[src/rtl/xor_pkg.sv]
`default_nettype none
// ============================================================================
// Module  : xor_pkg
// Purpose : Shared constants for the xor_accum block.
//           - mode encodings for PAIR / FOLD
//           - two-state frame FSM encoding
// Ports   : none (package)
// Rev     : 1.0  initial release
// ============================================================================
package xor_pkg;

  localparam logic MODE_PAIR = 1'b0;
  localparam logic MODE_FOLD = 1'b1;

  typedef enum logic {
    S_IDLE = 1'b0,
    S_ACC  = 1'b1
  } state_t;

endpackage
`default_nettype wire

[src/rtl/xor_accum_xorn.sv]
`default_nettype none
// ============================================================================
// Module  : xor1 / xorn
// Purpose : Purely combinational bitwise XOR.
//           - xor1 : single-bit XOR cell
//           - xorn : W-bit XOR built from a generate loop of xor1 cells
// Ports   : a, b  in  W  operands
//           z     out W  a ^ b
// Rev     : 1.0  initial release
// ============================================================================
module xor1 (
  input  logic a,
  input  logic b,
  output logic z
);
  assign z = a ^ b;
endmodule

module xorn #(
  parameter int W = 6
) (
  input  logic [W-1:0] a,
  input  logic [W-1:0] b,
  output logic [W-1:0] z
);
  for (genvar i = 0; i < W; i++) begin : g_bit
    xor1 u_xor1 (
      .a (a[i]),
      .b (b[i]),
      .z (z[i])
    );
  end
endmodule
`default_nettype wire

[src/rtl/xor_accum.sv]
`default_nettype none
// ============================================================================
// Module  : xor_accum
// Purpose : Registered, valid/ready XOR unit.
//           PAIR mode emits x^y per beat; FOLD mode XOR-accumulates a frame
//           (terminated by in_last) and emits one result per frame.
// Ports   : clk, reset (sync, active-high)
//           in_valid/in_ready, in_mode, in_last, x[W], y[W]   input stream
//           out_valid/out_ready, out_data[W], out_beats[CW], out_sat
//           out_parity (only with XOR_ACCUM_PARITY_EN defined)
// Options : XOR_ACCUM_PARITY_EN adds out_parity = ^out_data, registered.
// Rev     : 1.0  initial release
// ============================================================================
module xor_accum
  import xor_pkg::*;
#(
  parameter int W         = 6,
  parameter int MAX_BEATS = 15,
  parameter int CW        = $clog2(MAX_BEATS + 1)
) (
  input  logic          clk,
  input  logic          reset,
  input  logic          in_valid,
  output logic          in_ready,
  input  logic          in_mode,
  input  logic          in_last,
  input  logic [W-1:0]  x,
  input  logic [W-1:0]  y,
  output logic          out_valid,
  input  logic          out_ready,
  output logic [W-1:0]  out_data,
  output logic [CW-1:0] out_beats,
  output logic          out_sat
`ifdef XOR_ACCUM_PARITY_EN
  ,
  output logic          out_parity
`endif
);

  localparam logic [CW:0] MAX_EXT = (CW + 1)'(MAX_BEATS);

  state_t        state, state_n;
  logic          mode, mode_n;
  logic [W-1:0]  acc, acc_n;
  logic [CW-1:0] cnt, cnt_n;

  logic [W-1:0]  xy;
  logic [W-1:0]  acc_xy;
  logic          accept;

  // Result loaded into the output register on this edge
  logic          load;
  logic [W-1:0]  res_data;
  logic [CW-1:0] res_beats;
  logic          res_sat;

  // One extra bit so cnt+1 cannot wrap when MAX_BEATS+1 is a power of two
  logic [CW:0]   cnt_p1;
  logic          sat_next;
  logic [CW-1:0] beats_next;

  xorn #(.W(W)) u_xy (
    .a (x),
    .b (y),
    .z (xy)
  );

  xorn #(.W(W)) u_acc (
    .a (acc),
    .b (xy),
    .z (acc_xy)
  );

  // Output slot is free, or its occupant leaves this edge
  assign in_ready   = !reset && (!out_valid || out_ready);
  assign accept     = in_valid && in_ready;

  assign cnt_p1     = {1'b0, cnt} + (CW + 1)'(1);
  assign sat_next   = (cnt_p1 >= MAX_EXT);
  assign beats_next = sat_next ? CW'(MAX_BEATS) : cnt_p1[CW-1:0];

  always_comb begin
    state_n   = state;
    mode_n    = mode;
    acc_n     = acc;
    cnt_n     = cnt;
    load      = 1'b0;
    res_data  = '0;
    res_beats = '0;
    res_sat   = 1'b0;
    if (accept) begin
      case (state)
        S_IDLE: begin
          if (in_mode == MODE_PAIR || in_last) begin
            // PAIR beat or a single-beat FOLD frame
            load      = 1'b1;
            res_data  = xy;
            res_beats = CW'(1);
            res_sat   = (MAX_BEATS == 1);
          end else begin
            acc_n   = xy;
            cnt_n   = CW'(1);
            mode_n  = MODE_FOLD;
            state_n = S_ACC;
          end
        end
        S_ACC: begin
          if (!in_last) begin
            acc_n = acc_xy;
            cnt_n = beats_next;
          end else begin
            load      = 1'b1;
            res_data  = acc_xy;
            res_beats = beats_next;
            res_sat   = sat_next;
            acc_n     = '0;
            cnt_n     = '0;
            mode_n    = MODE_PAIR;
            state_n   = S_IDLE;
          end
        end
        default: state_n = S_IDLE;
      endcase
    end
  end

  always_ff @(posedge clk) begin
    if (reset) begin
      state <= S_IDLE;
      mode  <= MODE_PAIR;
      acc   <= '0;
      cnt   <= '0;
    end else begin
      state <= state_n;
      mode  <= mode_n;
      acc   <= acc_n;
      cnt   <= cnt_n;
    end
  end

  // Single-entry output register; loads only when in_ready allowed the beat
  always_ff @(posedge clk) begin
    if (reset) begin
      out_valid <= 1'b0;
      out_data  <= '0;
      out_beats <= '0;
      out_sat   <= 1'b0;
    end else if (load) begin
      out_valid <= 1'b1;
      out_data  <= res_data;
      out_beats <= res_beats;
      out_sat   <= res_sat;
    end else if (out_ready) begin
      out_valid <= 1'b0;
    end
  end

`ifdef XOR_ACCUM_PARITY_EN
  always_ff @(posedge clk) begin
    if (reset) begin
      out_parity <= 1'b0;
    end else if (load) begin
      out_parity <= ^res_data;
    end
  end
`endif

endmodule
`default_nettype wire

[config.mk]
export PLATFORM = sky130hd
export DESIGN_NAME = xor_accum
export DESIGN_NICKNAME = d
export VERILOG_FILES = /design/src/rtl/xor_pkg.sv /design/src/rtl/xor_accum_xorn.sv /design/src/rtl/xor_accum.sv
export SDC_FILE = /design/constraint.sdc
export NUM_CORES = 1
export LEC_CHECK = 0
export CAP_MARGIN = 20
export CORE_UTILIZATION = 53
export CTS_CLUSTER_DIAMETER = 150
export DETAILED_ROUTE_END_ITERATION = 16
export PLACE_DENSITY = 0.84
export SYNTH_ARGS = -nofsm -noshare
export SYNTH_HDL_FRONTEND = slang
export SYNTH_SLANG_ARGS = --single-unit
[constraint.sdc]
create_clock -name clk -period 4.2 [get_ports clk]
set_clock_uncertainty 0.1 [all_clocks]
set_input_delay 1.05 -clock clk [delete_from_list [all_inputs] [get_ports clk]]
set_output_delay 1.05 -clock clk [all_outputs]
set_load 0.02 [all_outputs]
=== Word level (Yosys, flattened, before mapping) ===
Cells that the tools add are included.

* Bits of input ports: 18
* Bits in registers: 23

* Order comparisons: 1
* Multiplexer cells: 27
* Bitwise logic cells: 14
* Equal/unequal tests: 1
* Reductions and logical operators: 8
* $add $sub $neg: 1

{| class="wikitable"
|+ Operator list
! kind !! count
|-
| 6-bit two-way mux || 5
|-
| 6-bit case mux with 2 select lines || 2
|-
| 4-bit two-way mux || 5
|-
| 4-bit case mux with 2 select lines || 2
|-
| 1-bit XOR || 12
|-
| 1-bit two-way mux || 10
|-
| 1-bit case mux with 2 select lines || 3
|-
| 4-bit by 1-bit adder with 5-bit output, second input constant || 1
|-
| 5-bit by 4-bit >= comparator with 1-bit output, second input constant || 1
|-
| 1-bit logical AND || 2
|-
| 1-bit zero test || 2
|-
| 1-bit logical OR || 2
|-
| 2-bit != test, second input constant || 1
|-
| 1-bit NOT || 2
|-
| 2-bit AND reduction || 1
|-
| 2-bit nonzero test || 1
|}

=== Logic depth before layout (Yosys ltp) ===
* Depth after elaboration: 6
* Gate-level depth with buffers: 8
* Depth with buffers taken out: 7

=== Cells and area by module ===
Synthesis repeated with hierarchy kept, for this count alone.

* Cell total of the unflattened synthesis: 142
* Area total of the unflattened synthesis: 1306.3 µm²

{| class="wikitable"
|+ By module, submodules not included
! module !! cells each !! instances !! area an instance (µm²)
|-
| xor_accum || 130 || 1 || 1201.2
|-
| xor1 || 1 || 12 || 8.8
|}

=== Worst setup path after synthesis ===
OpenSTA, ideal clock, no wires.

* Path type: input-to-output
* Start point: input port reset
* End point: output port in_ready
* Cell stages on the path: 2
* Data arrival time: 1.542 ns
* Setup slack: 1.508 ns
* Cell sequence: clkbuf_1 nor2_1

* Word-level cells in the longest chain between the ends: 2

{| class="wikitable"
|+ Ends and longest elaborated chain
! element !! line !! source
|-
| start, declared || xor_accum.sv:22 || <nowiki>input logic reset,</nowiki>
|-
| 1-bit zero test || xor_accum.sv:75 || <nowiki>assign in_ready = !reset && (!out_valid || out_ready);</nowiki>
|-
| 1-bit logical AND || xor_accum.sv:75 ||
|-
| end, declared || xor_accum.sv:24 || <nowiki>output logic in_ready,</nowiki>
|}

No other way between the ends.

=== Worst setup path in the final report ===
* Start point: input port out_ready
* End point: output port in_ready

* Word-level cells in the longest chain between the ends: 2

{| class="wikitable"
|+ Ends and longest elaborated chain
! element !! line !! source
|-
| start, declared || xor_accum.sv:30 || <nowiki>input logic out_ready,</nowiki>
|-
| 1-bit logical OR || xor_accum.sv:75 ||
|-
| 1-bit logical AND || xor_accum.sv:75 ||
|}

No other way between the ends.

==> impl_metrics.toml <==
[yosys]
yosysSeqAreaShare = 0.351
netlist_instances = 167
yosys_warnings = 0
synth_top_family_by_area = "compound AO/OA/AOI/OAI gates"
ys_seq_elements = 23
avgSynthCellArea_um2 = 7.86
muxShareOfSynthArea = 0.00763
syn_area_mm2 = 0.00131
synth-compound-area-share = 0.293
synthAdderAreaFrac = 0.0191
synth_nets = 187
synth_top_area_cell = "dfxtp_1"
yosys.area.top_type_share = 0.351
ys_types = 34
ys_top_cells_by_area = "dfxtp_1 35%, o21ai_0 9.2%, a21oi_1 7.6%"
synth-simple-area-share = 0.201
synth_xor_area_frac = 0.0801

[layout]
fin_nets = 212
multiInputGateArea_um2 = 788
fillers = 170
register_area_um2 = 460
design_area_mm2 = 0.00163
num_antenna_cells = 0
layout_commonest_cell = "clkdlybuf4s50_1"
area_growth_pct = 24.2
drive_gt1_frac = 0.0576
mostFrequentLayoutCells = "30 x clkdlybuf4s50_1, 24 x o21ai_0, 23 x nor2_1, 23 x dfxtp_1, 20 x a21oi_1"

[sta]
finalMaxSlewViolations = 0
slew_headroom = 0.431
rsz0062_at_grt = "no"
tns_ps = 0
fmax_mhz = 290
fin_hold_ws_ps = 377
setup_ws_ps = 747
setup_violations = 0
worst_pin_slew_ps = 852
period_needed_ps = 3450
post-route-period-util = 0.822
finalHoldViolCount = 0

[routing]
vias = 1264
drc = 0
drtAntennaViolNets = 0
wirelength_um = 3140
dr.pass1.iters = 4
drt_iter0_drc = 41
wl_per_cell_um = 14.3
viasPerCell = 5.77

[global_routing]
overflow = 0
top_usage_layer = "met2"
grtUsageMet3 = 0.0409
grt_pass1_vias = 1189
track_usage = 0.260
grtUsageMet1 = 0.335
grt_antenna_before_repair = 0
grt_pass1_wl_um = 5260
grt_max_degree = 27
met2_usage = 0.452

[place]
gp_congestion = 0.799
pre_cts_ws_ps = 751
dp_hpwl_um = 2290
place_area_mm2 = 0.00160
port_buffers = 30

[clock_tree]
clockBufferDepth = 2
cts_hold_buf = 0
cts_tree = "done"
path_clk_slew_ps = 120
cts_setup_buffers = 0
cts_resized = 0
numCtsBuffers = 3
cts-root-buf = "clkbuf_4"
clock_latency_ps = 310
numClockSinks = 23
h-tree-depth = 1

[power_and_ir_drop]
sw_frac_of_total = 0.296
p_int_mw = 0.309
leakagePower_nw = 0.544
p_total_mw = 0.439
clkPwrFrac = 0.239
comb_power_share = 0.222
power_frac_seq = 0.538
ir_drop_mv = 0.251
power_density_mw_per_mm2 = 269
p_switching_mw = 0.130

[floorplan]
fp-row-count = 17
io_pins = 31
die_h_um = 51.8
core-area_mm2 = 0.00228
dieArea_mm2 = 0.00268
die_x_um = 51.8
start_util = 0.577

[worst_setup_path]
worstSetupPathType = "in -> out"
start_kind = "input pin"
path_common_cell = "clkdlybuf4s50_1"
cp.arrival_ps = 2300
worst_setup_path_end_kind = "output pin"
cp_data_required_time_ps = 3050
cpLargestDelayFamily = "buffers and inverters"
slowest_delay_ps = 600
cp_num_buf_inv = 2
crit_path_top_delay_cell = "clkdlybuf4s50_1"
path_cells = "clkdlybuf4s50_1, nor2b_4, nor2_1, clkdlybuf4s50_1"
critPathMaxFanout = 3

[hold_path]
hp-class = "reg -> reg"

[run_status]
status = "completed"

[run]
cap_viol_max_count = 0
## cells by family (layout without fill, tap and decap cells)
logic type | count (synthesis) | after routing
AND/OR/NAND/NOR | 51 | 51
AO/OA/AOI/OAI | 64 | 64
flip-flops | 23 | 23
buffers and inverters | 14 | 38
multiplexers | 1 | 1
XOR/XNOR | 12 | 12
adder cells (fa/ha/maj) | 2 | 2
## synth_stat cells
library cell	instances
a21oi_1	20
nand3b_1	3
xor2_1	6
nor2_1	23
o21a_4	2
a211oi_1	1
nand2_1	2
o221ai_1	1
clkbuf_1	4
buf_2	5
o2bb2ai_1	4
nor2b_1	1
dfxtp_1	23
o22ai_1	1
clkbuf_2	1
nand3_1	16
ha_1	2
a21boi_0	1
o21ai_1	5
nor3b_4	1
mux2i_1	1
inv_1	3
nor3b_1	1
nor4b_1	1
nand2b_1	2
buf_4	1
o21ai_0	24
nor2b_4	1
a31o_2	1
a2bb2oi_1	1
xnor2_1	6
o221a_2	1
o211ai_1	1
o21a_1	1
## stage by stage
step	utilization	cells
after floorplan	-	167
after global placement	0.704	215
after detailed placement	0.704	215
after CTS	0.716	219
after global routing	0.716	219
final	0.716	219
## state kept, by name, summed over array words and instances (netlist names)
signal / cells
out_valid: 1
state: 1
out_beats: 4
out_data: 6
cnt: 4
out_sat: 1
acc: 6
## final cells by class
class	count	area share
clock buffer	3	0.0138
tap	28	0.0215
timing repair buffer	31	0.189
clock inverter	1	0.00307
sequential	23	0.282
multi-input combinational	130	0.484
inverter	3	0.00691
## power by group through the flow
| stage | registers [mW] | clock network, mW | logic (mW) |
|---|---|---|---|
| floorplan | 0.242 | 0 | 0.0541 |
| CTS | 0.236 | 0.106 | 0.0973 |
| global placement | 0.240 | 0 | 0.0927 |
| global route | 0.238 | 0.116 | 0.107 |
| finish | 0.236 | 0.105 | 0.0977 |
| detailed placement | 0.241 | 0 | 0.0967 |
## metal layers
| metal | vias to the layer above | part of all wire |
|---|---|---|
| met1 | 580 | 0.44 |
| met4 | 0 | 0.0061 |
| li1 | 644 | - |
| met5 | - | 0 |
| met2 | 38 | 0.50 |
| met3 | 2 | 0.050 |
## worst paths after layout
path                                                 from                        end  slack, ps  depth (start not counted)
worst max register to register         state$_SDFFE_PP0P_  out_beats[1]$_SDFFE_PP0P_       2270                          4
worst min-delay path            out_beats[3]$_SDFFE_PP0P_  out_beats[3]$_SDFFE_PP0P_        380                          1
worst max-delay path                            out_ready                   in_ready        750                          4
worst min register to register  out_beats[3]$_SDFFE_PP0P_  out_beats[3]$_SDFFE_PP0P_        380                          1
(Power assumes the default switching activity.)
